## config.mk

```make
export PLATFORM = sky130hd
export DESIGN_NAME = issue_ctrl_flat
export DESIGN_NICKNAME = d
export VERILOG_FILES = /design/src/rtl/issue_ctrl_if.sv /design/src/rtl/issue_ctrl.sv /design/src/flat_wrapper.sv
export SDC_FILE = /design/constraint.sdc
export NUM_CORES = 1
export LEC_CHECK = 0
export CAP_MARGIN = 20
export CORE_ASPECT_RATIO = 1.1
export CORE_UTILIZATION = 50
export DETAILED_ROUTE_END_ITERATION = 8
export PLACE_DENSITY_LB_ADDON = 0.08
export SLEW_MARGIN = 25
export SYNTH_ARGS = -nofsm -noshare
export SYNTH_HDL_FRONTEND = slang
export SYNTH_SLANG_ARGS = --single-unit
```

## constraint.sdc

```tcl
create_clock -name clk -period 5.73 [get_ports clk]
set_input_delay 1.146 -clock clk [delete_from_list [all_inputs] [get_ports clk]]
set_output_delay 1.146 -clock clk [all_outputs]
set_load 0.01 [all_outputs]
```

## src/rtl/issue_ctrl_if.sv

```systemverilog
// Issue-control operation encoding and the decoder <-> issue_ctrl bundle.
//
// issue_ctrl_pkg : alu_op_e, the operation field carried with each
//                  decoded instruction (MUL/DIV select long latencies).
// issue_ctrl_if  : decoded instruction, flush, issue/stall response,
//                  writeback strobe, divider busy and stall counter.
//   master - decoder side (drives i_*, observes o_*)
//   slave  - issue_ctrl side

package issue_ctrl_pkg;
    typedef enum logic [2:0] {
        OP_ADD = 3'd0,
        OP_SUB = 3'd1,
        OP_AND = 3'd2,
        OP_OR  = 3'd3,
        OP_XOR = 3'd4,
        OP_SLT = 3'd5,
        OP_MUL = 3'd6,
        OP_DIV = 3'd7
    } alu_op_e;
endpackage

interface issue_ctrl_if
    import issue_ctrl_pkg::*;
#(
    parameter int NUM_REG = 8
);
    localparam int REG_SELECT = $clog2(NUM_REG);

    logic                  i_valid;
    logic [REG_SELECT-1:0] i_rd;
    logic [REG_SELECT-1:0] i_rs1;
    logic [REG_SELECT-1:0] i_rs2;
    logic                  i_uses_rs2;
    logic                  i_is_write;
    logic                  i_is_load;
    alu_op_e               i_alu_op;
    logic                  i_flush;

    logic                  o_issue;
    logic                  o_stall;
    logic                  o_wb_valid;
    logic [REG_SELECT-1:0] o_wb_sel;
    logic                  o_div_busy;
    logic [15:0]           o_stall_count;

    modport master (
        output i_valid, i_rd, i_rs1, i_rs2, i_uses_rs2, i_is_write,
               i_is_load, i_alu_op, i_flush,
        input  o_issue, o_stall, o_wb_valid, o_wb_sel, o_div_busy,
               o_stall_count
    );

    modport slave (
        input  i_valid, i_rd, i_rs1, i_rs2, i_uses_rs2, i_is_write,
               i_is_load, i_alu_op, i_flush,
        output o_issue, o_stall, o_wb_valid, o_wb_sel, o_div_busy,
               o_stall_count
    );
endinterface

```

## src/rtl/issue_ctrl.sv

```systemverilog
// In-order issue controller with register scoreboard and writeback-slot
// reservation.
//
// Each write-issuing instruction marks its destination pending and books
// the writeback slot L-1 cycles ahead (L = its latency), so writebacks
// never collide on the single register-file write port. The slot at the
// head of the array is the registered writeback strobe; its register is
// released from the scoreboard in the same cycle (bypass), letting a
// dependent instruction issue on the writeback cycle.
//
// Ports
//   clk    - rising-edge clock
//   rst_n  - asynchronous active-low reset
//   bus    - issue_ctrl_if.slave: decoded instruction in, issue/stall,
//            writeback strobe/select, divider busy, stall counter out
module issue_ctrl
    import issue_ctrl_pkg::*;
#(
    parameter int NUM_REG  = 8,
    parameter int LOAD_LAT = 2,
    parameter int MUL_LAT  = 3,
    parameter int DIV_LAT  = 6
) (
    input  logic         clk,
    input  logic         rst_n,
    issue_ctrl_if.slave  bus
);
    localparam int REG_SELECT = $clog2(NUM_REG);
    localparam int D0 = (LOAD_LAT > MUL_LAT) ? LOAD_LAT : MUL_LAT;
    localparam int D1 = (D0 > DIV_LAT) ? D0 : DIV_LAT;
    localparam int D  = (D1 > 1) ? D1 : 1;
    localparam int LW  = $clog2(D + 1);
    localparam int DCW = $clog2(DIV_LAT + 1);

    typedef struct packed {
        logic                  valid;
        logic [REG_SELECT-1:0] sel;
    } wb_slot_t;

    wb_slot_t [D-1:0]     wb_slot, wb_slot_n;
    logic [NUM_REG-1:0]   pending, pending_n;
    logic [NUM_REG-1:0]   clr_mask, pend_eff;
    logic [DCW-1:0]       div_cnt, div_cnt_n;
    logic [15:0]          stall_cnt, stall_cnt_n;

    logic [LW-1:0]        lat;
    logic                 is_div;
    logic                 slot_busy;
    logic                 slot_free;
    logic                 div_free;
    logic                 raw_hit;
    logic                 issue;
    logic                 stall;

    // Latency selection: a load's latency wins over the opcode.
    always_comb begin
        lat = LW'(1);
        if (bus.i_is_load)
            lat = LW'(LOAD_LAT);
        else if (bus.i_alu_op == OP_MUL)
            lat = LW'(MUL_LAT);
        else if (bus.i_alu_op == OP_DIV)
            lat = LW'(DIV_LAT);
    end

    assign is_div = (bus.i_alu_op == OP_DIV);

    // The slot at index L shifts into L-1 this edge, exactly where the new
    // writeback would land. L = D has no occupant to collide with.
    always_comb begin
        slot_busy = 1'b0;
        for (int k = 1; k < D; k++) begin
            if (int'(lat) == k)
                slot_busy = wb_slot[k].valid;
        end
    end

    assign slot_free = ~bus.i_is_write | ~slot_busy;
    assign div_free  = ~is_div | (div_cnt == '0);

    // Writeback in progress frees its register for this cycle's checks.
    assign clr_mask = wb_slot[0].valid ? (NUM_REG'(1) << wb_slot[0].sel) : '0;
    assign pend_eff = pending & ~clr_mask;

    assign raw_hit = pend_eff[bus.i_rs1]
                   | (bus.i_uses_rs2 & pend_eff[bus.i_rs2])
                   | (bus.i_is_write & pend_eff[bus.i_rd]);

    assign issue = bus.i_valid & ~bus.i_flush & ~raw_hit & slot_free & div_free;
    assign stall = bus.i_valid & ~bus.i_flush & ~issue;

    always_comb begin
        wb_slot_n = '0;
        for (int k = 0; k < D - 1; k++)
            wb_slot_n[k] = wb_slot[k + 1];

        pending_n = pend_eff;

        if (issue && bus.i_is_write) begin
            // Set after clear: a register retiring and re-issuing in the
            // same cycle stays pending for the new writer.
            pending_n[bus.i_rd] = 1'b1;
            for (int k = 0; k < D; k++) begin
                if (int'(lat) - 1 == k) begin
                    wb_slot_n[k].valid = 1'b1;
                    wb_slot_n[k].sel   = bus.i_rd;
                end
            end
        end

        div_cnt_n = div_cnt;
        if (issue && is_div)
            div_cnt_n = DCW'(DIV_LAT - 1);
        else if (div_cnt != '0)
            div_cnt_n = div_cnt - 1'b1;

        stall_cnt_n = stall_cnt;
        if (stall && (stall_cnt != 16'hFFFF))
            stall_cnt_n = stall_cnt + 16'd1;
    end

    always_ff @(posedge clk or negedge rst_n) begin
        if (!rst_n) begin
            wb_slot   <= '0;
            pending   <= '0;
            div_cnt   <= '0;
            stall_cnt <= '0;
        end else begin
            wb_slot   <= wb_slot_n;
            pending   <= pending_n;
            div_cnt   <= div_cnt_n;
            stall_cnt <= stall_cnt_n;
        end
    end

    assign bus.o_issue       = issue;
    assign bus.o_stall       = stall;
    assign bus.o_wb_valid    = wb_slot[0].valid;
    assign bus.o_wb_sel      = wb_slot[0].sel;
    assign bus.o_div_busy    = (div_cnt != '0);
    assign bus.o_stall_count = stall_cnt;

endmodule

```

## src/flat_wrapper.sv

```systemverilog
// flat-port wrapper written by rule: the top's interface ports become plain ports
module issue_ctrl_flat import issue_ctrl_pkg::*;
#(
    parameter int NUM_REG  = 8,
    parameter int LOAD_LAT = 2,
    parameter int MUL_LAT  = 3,
    parameter int DIV_LAT  = 6
)
  (clk, rst_n, bus_i_valid, bus_i_rd, bus_i_rs1, bus_i_rs2, bus_i_uses_rs2, bus_i_is_write, bus_i_is_load, bus_i_alu_op, bus_i_flush, bus_o_issue, bus_o_stall, bus_o_wb_valid, bus_o_wb_sel, bus_o_div_busy, bus_o_stall_count);
  issue_ctrl_if #(.NUM_REG(NUM_REG)) bus_i ();
  input  logic clk;
  input  logic rst_n;
  input wire logic [$bits(bus_i.i_valid)-1:0] bus_i_valid;
  input wire logic [$bits(bus_i.i_rd)-1:0] bus_i_rd;
  input wire logic [$bits(bus_i.i_rs1)-1:0] bus_i_rs1;
  input wire logic [$bits(bus_i.i_rs2)-1:0] bus_i_rs2;
  input wire logic [$bits(bus_i.i_uses_rs2)-1:0] bus_i_uses_rs2;
  input wire logic [$bits(bus_i.i_is_write)-1:0] bus_i_is_write;
  input wire logic [$bits(bus_i.i_is_load)-1:0] bus_i_is_load;
  input wire logic [$bits(bus_i.i_alu_op)-1:0] bus_i_alu_op;
  input wire logic [$bits(bus_i.i_flush)-1:0] bus_i_flush;
  output wire logic [$bits(bus_i.o_issue)-1:0] bus_o_issue;
  output wire logic [$bits(bus_i.o_stall)-1:0] bus_o_stall;
  output wire logic [$bits(bus_i.o_wb_valid)-1:0] bus_o_wb_valid;
  output wire logic [$bits(bus_i.o_wb_sel)-1:0] bus_o_wb_sel;
  output wire logic [$bits(bus_i.o_div_busy)-1:0] bus_o_div_busy;
  output wire logic [$bits(bus_i.o_stall_count)-1:0] bus_o_stall_count;
  assign bus_i.i_valid = bus_i_valid;
  assign bus_i.i_rd = bus_i_rd;
  assign bus_i.i_rs1 = bus_i_rs1;
  assign bus_i.i_rs2 = bus_i_rs2;
  assign bus_i.i_uses_rs2 = bus_i_uses_rs2;
  assign bus_i.i_is_write = bus_i_is_write;
  assign bus_i.i_is_load = bus_i_is_load;
  assign bus_i.i_alu_op = bus_i_alu_op;
  assign bus_i.i_flush = bus_i_flush;
  assign bus_o_issue = bus_i.o_issue;
  assign bus_o_stall = bus_i.o_stall;
  assign bus_o_wb_valid = bus_i.o_wb_valid;
  assign bus_o_wb_sel = bus_i.o_wb_sel;
  assign bus_o_div_busy = bus_i.o_div_busy;
  assign bus_o_stall_count = bus_i.o_stall_count;
  issue_ctrl #(.NUM_REG(NUM_REG), .LOAD_LAT(LOAD_LAT), .MUL_LAT(MUL_LAT), .DIV_LAT(DIV_LAT)) u_core (.clk(clk), .rst_n(rst_n), .bus(bus_i));
endmodule
```

==> impl_metrics.env, run 1 <==
export IMPL_multi_input_area_sq_um=1209
export IMPL_ys_seq_elements=51
export IMPL_endpoint_kind="primary output"
export IMPL_avgSynthCellArea_sq_um=10.38
export IMPL_timing_max_cap_violations=0
export IMPL_hold_viol_final=0
export IMPL_design_core_area_sq_um=5034
export IMPL_ctsHoldBuffers=0
export IMPL_ant_nets=0
export IMPL_hpwl_microns=3888
export IMPL_antenna_found_initial=0
export IMPL_grtUsageTotal_pct=21.22
export IMPL_rows=27
export IMPL_async_flop_share_pct=100.0
export IMPL_setup_ws_ps=633.2
export IMPL_finalNetCount=304
export IMPL_fillers=421
export IMPL_drtIter0Drc=124
export IMPL_mappedNetlistArea_sq_um=2615
export IMPL_die_w_microns=70.96
export IMPL_hp_class="register to register"
export IMPL_diodes=0
export IMPL_cts_buffers=5
export IMPL_drive_above_1_share_pct=6.360
export IMPL_wire_per_inst_microns=15.68
export IMPL_rsz0062_at_grt="no"
export IMPL_io_pins=42
export IMPL_synth_edf_count=0
export IMPL_finalSetupViolations=0
export IMPL_via_per_inst=5.721
export IMPL_slew_headroom_pct=57.97
export IMPL_final_max_slew_viol_count=0
export IMPL_ir_worst_vdd_v=0.0001797
export IMPL_cp_required_ps=4580
export IMPL_synth_area_leader_cell="dfrtp_1"
export IMPL_cts_tree="yes"
export IMPL_worst_ep_arrival_time_ps=3950
export IMPL_worst_slew_pin_slew_ps=630.5
export IMPL_fin_setup_tns_ps=0
export IMPL_die_h_microns=77.85
export IMPL_startpoint_type="input port"
export IMPL_h_tree_depth=2
export IMPL_fin_crit_sh_pct=88.95
export IMPL_synth_top_area_share_pct=48.80
export IMPL_dp_slack_ps=636.5
export IMPL_synth_fp_nets=274
export IMPL_syn2layout_area_growth_pct=19.76
export IMPL_start_util_pct=51.95
export IMPL_clock_tree_root_cell="clkbuf_8"
export IMPL_ys_top_cells_by_area="dfrtp_1 (49%), mux2_1 (4.7%), nand2_1 (3.7%)"
export IMPL_path_class="input port to primary output"
export IMPL_synth_distinct_cells=50
export IMPL_drtPass1Iterations=6
export IMPL_power_density_nw_per_um2=280.4
export IMPL_die_area_sq_um=5524
export IMPL_grt_pass1_wl_microns=8901
export IMPL_utilization_pct=62.22
export IMPL_post_cts_resized=0
export IMPL_period_minus_slack_ps=5097
export IMPL_p_leak_nw=1.439
export IMPL_drc=3
export IMPL_syn_inst=252
export IMPL_cp_max_fo=17
export IMPL_fin_skew_ps=5.573
export IMPL_clock_latency_ps=300
export IMPL_cts_setup_buffers=0
export IMPL_routed_wl_microns=5348
export IMPL_ff_latch_area_sq_um=1276
export IMPL_cts_num_sinks=51
export IMPL_grt_overflow_total=0
export IMPL_gp_congestion=0.8872
export IMPL_grt_max_degree=52
export IMPL_cts_buffer_depth=2
export IMPL_vias=1951
export IMPL_clk_transition_reported_paths_ps=90
export IMPL_outcome="complete, but fails checks"
export IMPL_synth_seq_area_share_pct=48.80
export IMPL_yosys_warnings=0
export IMPL_ys_flop_type="dfrtp_1"
export IMPL_io_buffer_count=41
export IMPL_grt_pass1_vias=1756
export IMPL_violations="DRC"
export IMPL_clock_fmax_ghz=0.1962
[cells in the final DEF (no fill, tap or decap), types with 5 or more instances in the layout]
cell and n:
inv_1 9, dfrtp_1 51, clkdlybuf4s50_1 40, nand4_1 5
xnor2_1 8, nor3_1 7, nand2_1 26, clkbuf_8 5
mux2_1 11, nand2b_1 9, o31ai_1 5, xor2_1 7
nor2_1 12, nand3_1 15
[synth_stat cells (3+ instances only)]
| cell type | count |
|---|---|
| a21oi_1 | 3 |
| a41o_1 | 3 |
| and2_1 | 4 |
| and3_1 | 3 |
| and4_1 | 3 |
| buf_4 | 4 |
| clkbuf_1 | 15 |
| dfrtp_1 | 51 |
| ha_1 | 3 |
| inv_1 | 9 |
| mux2_1 | 11 |
| nand2_1 | 26 |
| nand2b_1 | 9 |
| nand3_1 | 15 |
| nand4_1 | 5 |
| nand4bb_1 | 3 |
| nor2_1 | 12 |
| nor3_1 | 7 |
| o31ai_1 | 5 |
| or3_1 | 3 |
| or4_1 | 4 |
| xnor2_1 | 8 |
| xor2_1 | 7 |
[power by group]
part	total, mW	leakage (nW)	internal (mW)	switching, mW
Combinational	0.199	0.729	0.106	0.0936
Clock	0.246	0.0581	0.130	0.116
Sequential	0.433	0.651	0.395	0.0374
Total	0.878	1.44	0.631	0.247
[flip-flops by register name, summed over array words and instances (netlist names)]
name / cells
u_core.bus.o_wb_sel: 3
u_core.wb_slot: 20
u_core.bus.o_wb_valid: 1
u_core.div_cnt: 3
u_core.pending: 8
u_core.bus.o_stall_count: 16
[layer usage]
metal | up-vias | wire length (microns) | GRT usage, % | share of wire [%]
met5 | - | 0 | 0 | 0
met1 | 928 | 2683 | 32.25 | 50
met3 | 4 | 300 | 4.416 | 5.6
li1 | 957 | - | - | -
met2 | 62 | 2304 | 30.29 | 43
met4 | 0 | 59 | 6.600 | 1.1
[metrics by stage]
stage | instances | power, mW | hold WS [ps] | instance area, sq um
after detailed placement | 333 | 0.6412 | 334.7 | 3019
final | 341 | 0.8780 | 354.4 | 3132
after CTS | 341 | 0.8904 | 356.1 | 3132
after global routing | 341 | 0.9340 | 372.1 | 3132
after global placement | 333 | 0.6349 | 332.8 | 3019
after floorplan | 252 | 0.5429 | 404.9 | 2615
[area by class of cell]
cell class | instances | share of cell area (%)
Sequential cell | 51 | 40.75
Clock buffer | 5 | 2.197
Inverter | 9 | 1.079
Multi-Input combinational cell | 171 | 38.59
Timing Repair Buffer | 44 | 13.66
Tap cell | 58 | 2.317
Clock inverter | 3 | 1.398
[cells by family (layout without fill, tap and decap cells)]
kind of cell,count (synthesis),count (layout),share of synthesized area (%)
compound gates,29,29,9.570
xor+xnor,15,15,5.024
fa+ha+maj,3,3,1.436
buf+inv,30,61,4.976
flops,51,51,48.80
mux,12,12,5.120
simple gates,112,112,25.07
[worst max-delay path, stage by stage]
cell and delay (ps):
clkdlybuf4s50_1 830, nand2b_1 180, o221a_1 180, o21ai_1 70, a41o_1 290, a2111oi_4 440, buf_4 260, clkdlybuf4s50_1 550
[final timing paths]
kind,slack (ps),start,cells past startpoint,to
worst max-delay path,630,bus_i_rd[0],8,bus_o_issue
worst min-delay path,350,u_core.wb_slot[16],0,u_core.wb_slot[12]
worst max register to register,2810,u_core.bus.o_wb_sel[1],8,u_core.wb_slot[9]
worst min register to register,350,u_core.wb_slot[16],0,u_core.wb_slot[12]
max in group asynchronous,4360,rst_n,2,u_core.wb_slot[11]
min in group asynchronous,930,rst_n,2,u_core.div_cnt[2]
No activity file was read; power rests on OpenSTA's default activity.
==> inputs of run 2 (changes only) <==
--- a/config.mk
+++ b/config.mk
@@ -9,6 +9,7 @@
 export CORE_ASPECT_RATIO = 1.1
 export CORE_UTILIZATION = 50
 export DETAILED_ROUTE_END_ITERATION = 8
+export GPL_TIMING_DRIVEN = 0
 export PLACE_DENSITY_LB_ADDON = 0.08
 export SLEW_MARGIN = 25
 export SYNTH_ARGS = -nofsm -noshare
==> impl_metrics.env, run 2 (synthesized netlist as in run 1, its figures left out) <==
export IMPL_outcome="complete, but fails checks"
export IMPL_violations="DRC"
export IMPL_design_core_area_sq_um=5034
export IMPL_post_cts_resized=0
export IMPL_start_util_pct=51.95
export IMPL_clock_tree_root_cell="clkbuf_8"
export IMPL_drtPass1Iterations=6
export IMPL_grt_pass1_vias=1975
export IMPL_vias=2036
export IMPL_routed_wl_microns=5594
export IMPL_cts_buffers=5
export IMPL_cts_setup_buffers=0
export IMPL_path_class="input port to primary output"
export IMPL_gp_congestion=0.8032
export IMPL_whs_ps=430.2
export IMPL_grt_pass1_wl_microns=9722
export IMPL_clock_fmax_ghz=0.1907
export IMPL_syn2layout_area_growth_pct=21.53
export IMPL_die_w_microns=70.96
export IMPL_fillers=437
export IMPL_mostFrequentLayoutCells="dfrtp_1 (51), clkdlybuf4s50_1 (37), nand2_1 (26)"
export IMPL_startpoint_type="input port"
export IMPL_ir_worst_vdd_v=0.0001721
export IMPL_period_minus_slack_ps=5245
export IMPL_clk_transition_reported_paths_ps=80
export IMPL_cts_buffer_depth=2
export IMPL_cp_required_ps=4580
export IMPL_hp_class="register to register"
export IMPL_power_density_nw_per_um2=276.7
export IMPL_drive_above_1_share_pct=7.047
export IMPL_grt_overflow_total=0
export IMPL_diodes=0
export IMPL_dp_slack_ps=494.8
export IMPL_clock_latency_ps=300
export IMPL_hpwl_microns=4034
export IMPL_rows=27
export IMPL_finalNetCount=319
export IMPL_min_path_cells=1
export IMPL_via_per_inst=5.719
export IMPL_io_pins=42
export IMPL_drtIter0Drc=134
export IMPL_slew_headroom_pct=57.37
export IMPL_ctsHoldBuffers=0
export IMPL_worst_slew_pin_slew_ps=639.5
export IMPL_cp_max_fo=10
export IMPL_endpoint_kind="primary output"
export IMPL_largest_reg_flops=20
export IMPL_worstRegToRegCells=8
export IMPL_place_inst=348
export IMPL_h_tree_depth=2
export IMPL_hold_viol_final=0
export IMPL_cts_num_sinks=51
export IMPL_finalSetupViolations=0
export IMPL_grtUsageTotal_pct=22.81
export IMPL_fin_cells=356
export IMPL_fin_skew_ps=9.642
export IMPL_final_common_cell="dfrtp_1"
export IMPL_final_max_slew_viol_count=0
export IMPL_cts_tree="yes"
export IMPL_setup_ws_ps=484.9
export IMPL_regMostFlops="u_core.wb_slot"
export IMPL_timing_max_cap_violations=0
export IMPL_io_buffer_count=38
export IMPL_ant_nets=0
export IMPL_die_h_microns=77.85
export IMPL_utilization_pct=63.14
export IMPL_wire_per_inst_microns=15.71
export IMPL_fin_crit_sh_pct=91.54
export IMPL_worst_ep_arrival_time_ps=4100
export IMPL_antenna_found_initial=0
export IMPL_rsz0062_at_grt="no"
export IMPL_grt_max_degree=52
export IMPL_fin_setup_tns_ps=0
export IMPL_die_area_sq_um=5524
export IMPL_drc=3
export IMPL_p_leak_nw=1.461
==> run 2: metal layers <==
layer  up-vias  track usage (%)  wire [microns]
met1       967            31.66            2630
met2        74            35.87            2603
met3         8            4.675             293
met5         -                0               0
met4         0            7.400              67
li1        987                -               -
==> run 2: report_power, final <==
group / internal [mW] / total (mW) / switching, mW / leakage [nW]
clock network: 0.130 / 0.247 / 0.117 / 0.0581
registers: 0.395 / 0.433 / 0.0374 / 0.651
logic: 0.105 / 0.199 / 0.0948 / 0.752
total: 0.630 / 0.879 / 0.249 / 1.46
==> run 2: path summary, 6_finish.rpt <==
check,startpoint,end,slack (ps)
worst max-delay path,bus_i_rd[1],bus_o_issue,480
worst min-delay path,u_core.wb_slot[16],u_core.wb_slot[12],430
worst max register to register,u_core.bus.o_wb_sel[0],u_core.wb_slot[8],2720
worst min register to register,u_core.wb_slot[16],u_core.wb_slot[12],430
max in group asynchronous,rst_n,u_core.wb_slot[23],4440
min in group asynchronous,rst_n,u_core.div_cnt[2],850
==> run 2: worst max-delay path: stages <==
cell and delay (ps):
clkdlybuf4s50_1 520, clkbuf_1 380, o221a_1 260, o21ai_1 70
a41o_1 300, a2111oi_4 500, buf_2 330, clkdlybuf4s50_1 580
==> run 2: layout make-up <==
class / count / area, sq um / share of cell area (%)
flip-flops and latches: 51 / 1276 / 40.16
multi-input cells: 171 / 1209 / 38.03
repair buffers: 38 / 377.9 / 11.89
plain buffers: 21 / 96.34 / 3.031
well taps: 58 / 72.57 / 2.283
clock buffers: 5 / 68.82 / 2.165
clock inverters: 3 / 43.79 / 1.378
inverters: 9 / 33.78 / 1.063
==> run 2: through the flow <==
stage,power [mW],cell area [sq um]
after floorplan,0.5429,2615
after global placement,0.6340,3068
after detailed placement,0.6384,3065
after CTS,0.8884,3178
after global routing,0.9308,3178
final,0.8793,3178
==> inputs of run 3 (changes only) <==
--- a/config.mk
+++ b/config.mk
@@ -10,6 +10,7 @@
 export CORE_UTILIZATION = 50
 export DETAILED_ROUTE_END_ITERATION = 8
 export GPL_TIMING_DRIVEN = 0
+export MAX_ROUTING_LAYER = met4
 export PLACE_DENSITY_LB_ADDON = 0.08
 export SLEW_MARGIN = 25
 export SYNTH_ARGS = -nofsm -noshare
==> impl_metrics.env, run 3 (synthesized netlist as in run 1, its figures left out) <==
export IMPL_grt_max_degree=52
export IMPL_grt_pass1_wl_microns=9735
export IMPL_ctsHoldBuffers=0
export IMPL_vias=2037
export IMPL_p_leak_nw=1.461
export IMPL_clk_transition_reported_paths_ps=80
export IMPL_io_pins=42
export IMPL_drtPass1Iterations=7
export IMPL_seq_power_share_pct=49.3
export IMPL_place_inst=348
export IMPL_drtIter0Drc=156
export IMPL_hp_class="register to register"
export IMPL_die_h_microns=77.85
export IMPL_intPower_mw=0.6299
export IMPL_mostFrequentLayoutCells="dfrtp_1 (51), clkdlybuf4s50_1 (37), nand2_1 (26)"
export IMPL_drive_above_1_share_pct=7.047
export IMPL_drc=3
export IMPL_fin_skew_ps=10.66
export IMPL_hold_viol_final=0
export IMPL_regMostFlops="u_core.wb_slot"
export IMPL_finalPower_mw=0.8786
export IMPL_finalSetupViolations=0
export IMPL_cts_buffer_depth=2
export IMPL_fin_cells=356
export IMPL_clock_latency_ps=300
export IMPL_final_max_slew_viol_count=0
export IMPL_post_cts_resized=0
export IMPL_combPwrFrac_pct=22.6
export IMPL_period_minus_slack_ps=5237
export IMPL_startpoint_type="input port"
export IMPL_diodes=0
export IMPL_routed_wl_microns=5595
export IMPL_timing_max_cap_violations=0
export IMPL_syn2layout_area_growth_pct=21.53
export IMPL_ant_nets=0
export IMPL_clock_tree_root_cell="clkbuf_8"
export IMPL_worst_slew_pin_slew_ps=628.2
export IMPL_path_class="input port to primary output"
export IMPL_power_density_nw_per_um2=276.5
export IMPL_whs_ps=430.2
export IMPL_worst_ep_arrival_time_ps=4090
export IMPL_fillers=437
export IMPL_grt_pass1_vias=1973
export IMPL_design_core_area_sq_um=5034
export IMPL_cp_required_ps=4580
export IMPL_largest_reg_flops=20
export IMPL_via_per_inst=5.722
export IMPL_grtUsageTotal_pct=23.61
export IMPL_grt_overflow_total=0
export IMPL_switchingPower_mw=0.2487
export IMPL_io_buffer_count=38
export IMPL_slew_headroom_pct=58.12
export IMPL_ir_worst_vdd_v=0.0001727
export IMPL_violations="DRC"
export IMPL_final_common_cell="dfrtp_1"
export IMPL_die_w_microns=70.96
export IMPL_cts_setup_buffers=0
export IMPL_utilization_pct=63.14
export IMPL_rsz0062_at_grt="no"
export IMPL_p_sw_share_pct=28.31
export IMPL_cts_buffers=5
export IMPL_rows=27
export IMPL_cp_max_fo=10
export IMPL_hpwl_microns=4034
export IMPL_endpoint_kind="primary output"
export IMPL_fin_crit_sh_pct=91.39
export IMPL_wire_per_inst_microns=15.72
export IMPL_finalNetCount=319
export IMPL_h_tree_depth=2
export IMPL_die_area_sq_um=5524
export IMPL_gp_congestion=0.8148
export IMPL_outcome="complete, but fails checks"
export IMPL_start_util_pct=51.95
export IMPL_clock_fmax_ghz=0.1910
export IMPL_pwr_share_clk_pct=28.1
export IMPL_cts_num_sinks=51
export IMPL_fin_setup_tns_ps=0
export IMPL_cts_tree="yes"
export IMPL_antenna_found_initial=0
## run 3: power groups by stage
stage               combinational [mW]  sequential (mW)  clock (mW)
CTS                              0.201            0.432       0.255
finish                           0.199            0.433       0.247
detailed placement               0.199            0.439           0
global placement                 0.196            0.438           0
global route                     0.221            0.438       0.273
floorplan                        0.101            0.442           0
## run 3: cell type report
type | instances | area, sq um | area share (%)
clock buffer | 5 | 68.82 | 2.165
inverter | 9 | 33.78 | 1.063
timing repair buffer | 38 | 377.9 | 11.89
buffer | 21 | 96.34 | 3.031
tap | 58 | 72.57 | 2.283
multi-input combinational | 171 | 1209 | 38.03
clock inverter | 3 | 43.79 | 1.378
sequential | 51 | 1276 | 40.16
## run 3: layer usage
| metal | part of all wire, % | global-route usage, % |
|---|---|---|
| met1 | 48 | 32.08 |
| met2 | 47 | 35.87 |
| met3 | 4.7 | 4.675 |
| met4 | 0.54 | 7.400 |
| met5 | 0 | - |
## run 3: through the flow
step                instance area [sq um]  worst slack, ps
floorplan                            2615             1783
global placement                     3068            511.9
detailed placement                   3065            494.8
CTS                                  3178            491.8
global route                         3178            315.2
finish                               3178            493.3
## run 3: path summary, 6_finish.rpt
| path | cells past startpoint | slack (ps) | endpoint | startpoint |
|---|---|---|---|---|
| worst max-delay path | 8 | 490 | bus_o_issue | bus_i_rd[1] |
| worst min-delay path | 1 | 430 | u_core.wb_slot[12] | u_core.wb_slot[16] |
| worst max register to register | 8 | 2710 | u_core.wb_slot[8] | u_core.bus.o_wb_sel[0] |
| worst min register to register | 1 | 430 | u_core.wb_slot[12] | u_core.wb_slot[16] |
| max in group asynchronous | 1 | 4450 | u_core.wb_slot[23] | rst_n |
| min in group asynchronous | 1 | 850 | u_core.div_cnt[2] | rst_n |
## run 3: critical path, stage by stage
cell	delay (ps)
clkdlybuf4s50_1	520
clkbuf_1	380
o221a_1	260
o21ai_1	70
a41o_1	300
a2111oi_4	500
buf_2	330
clkdlybuf4s50_1	580
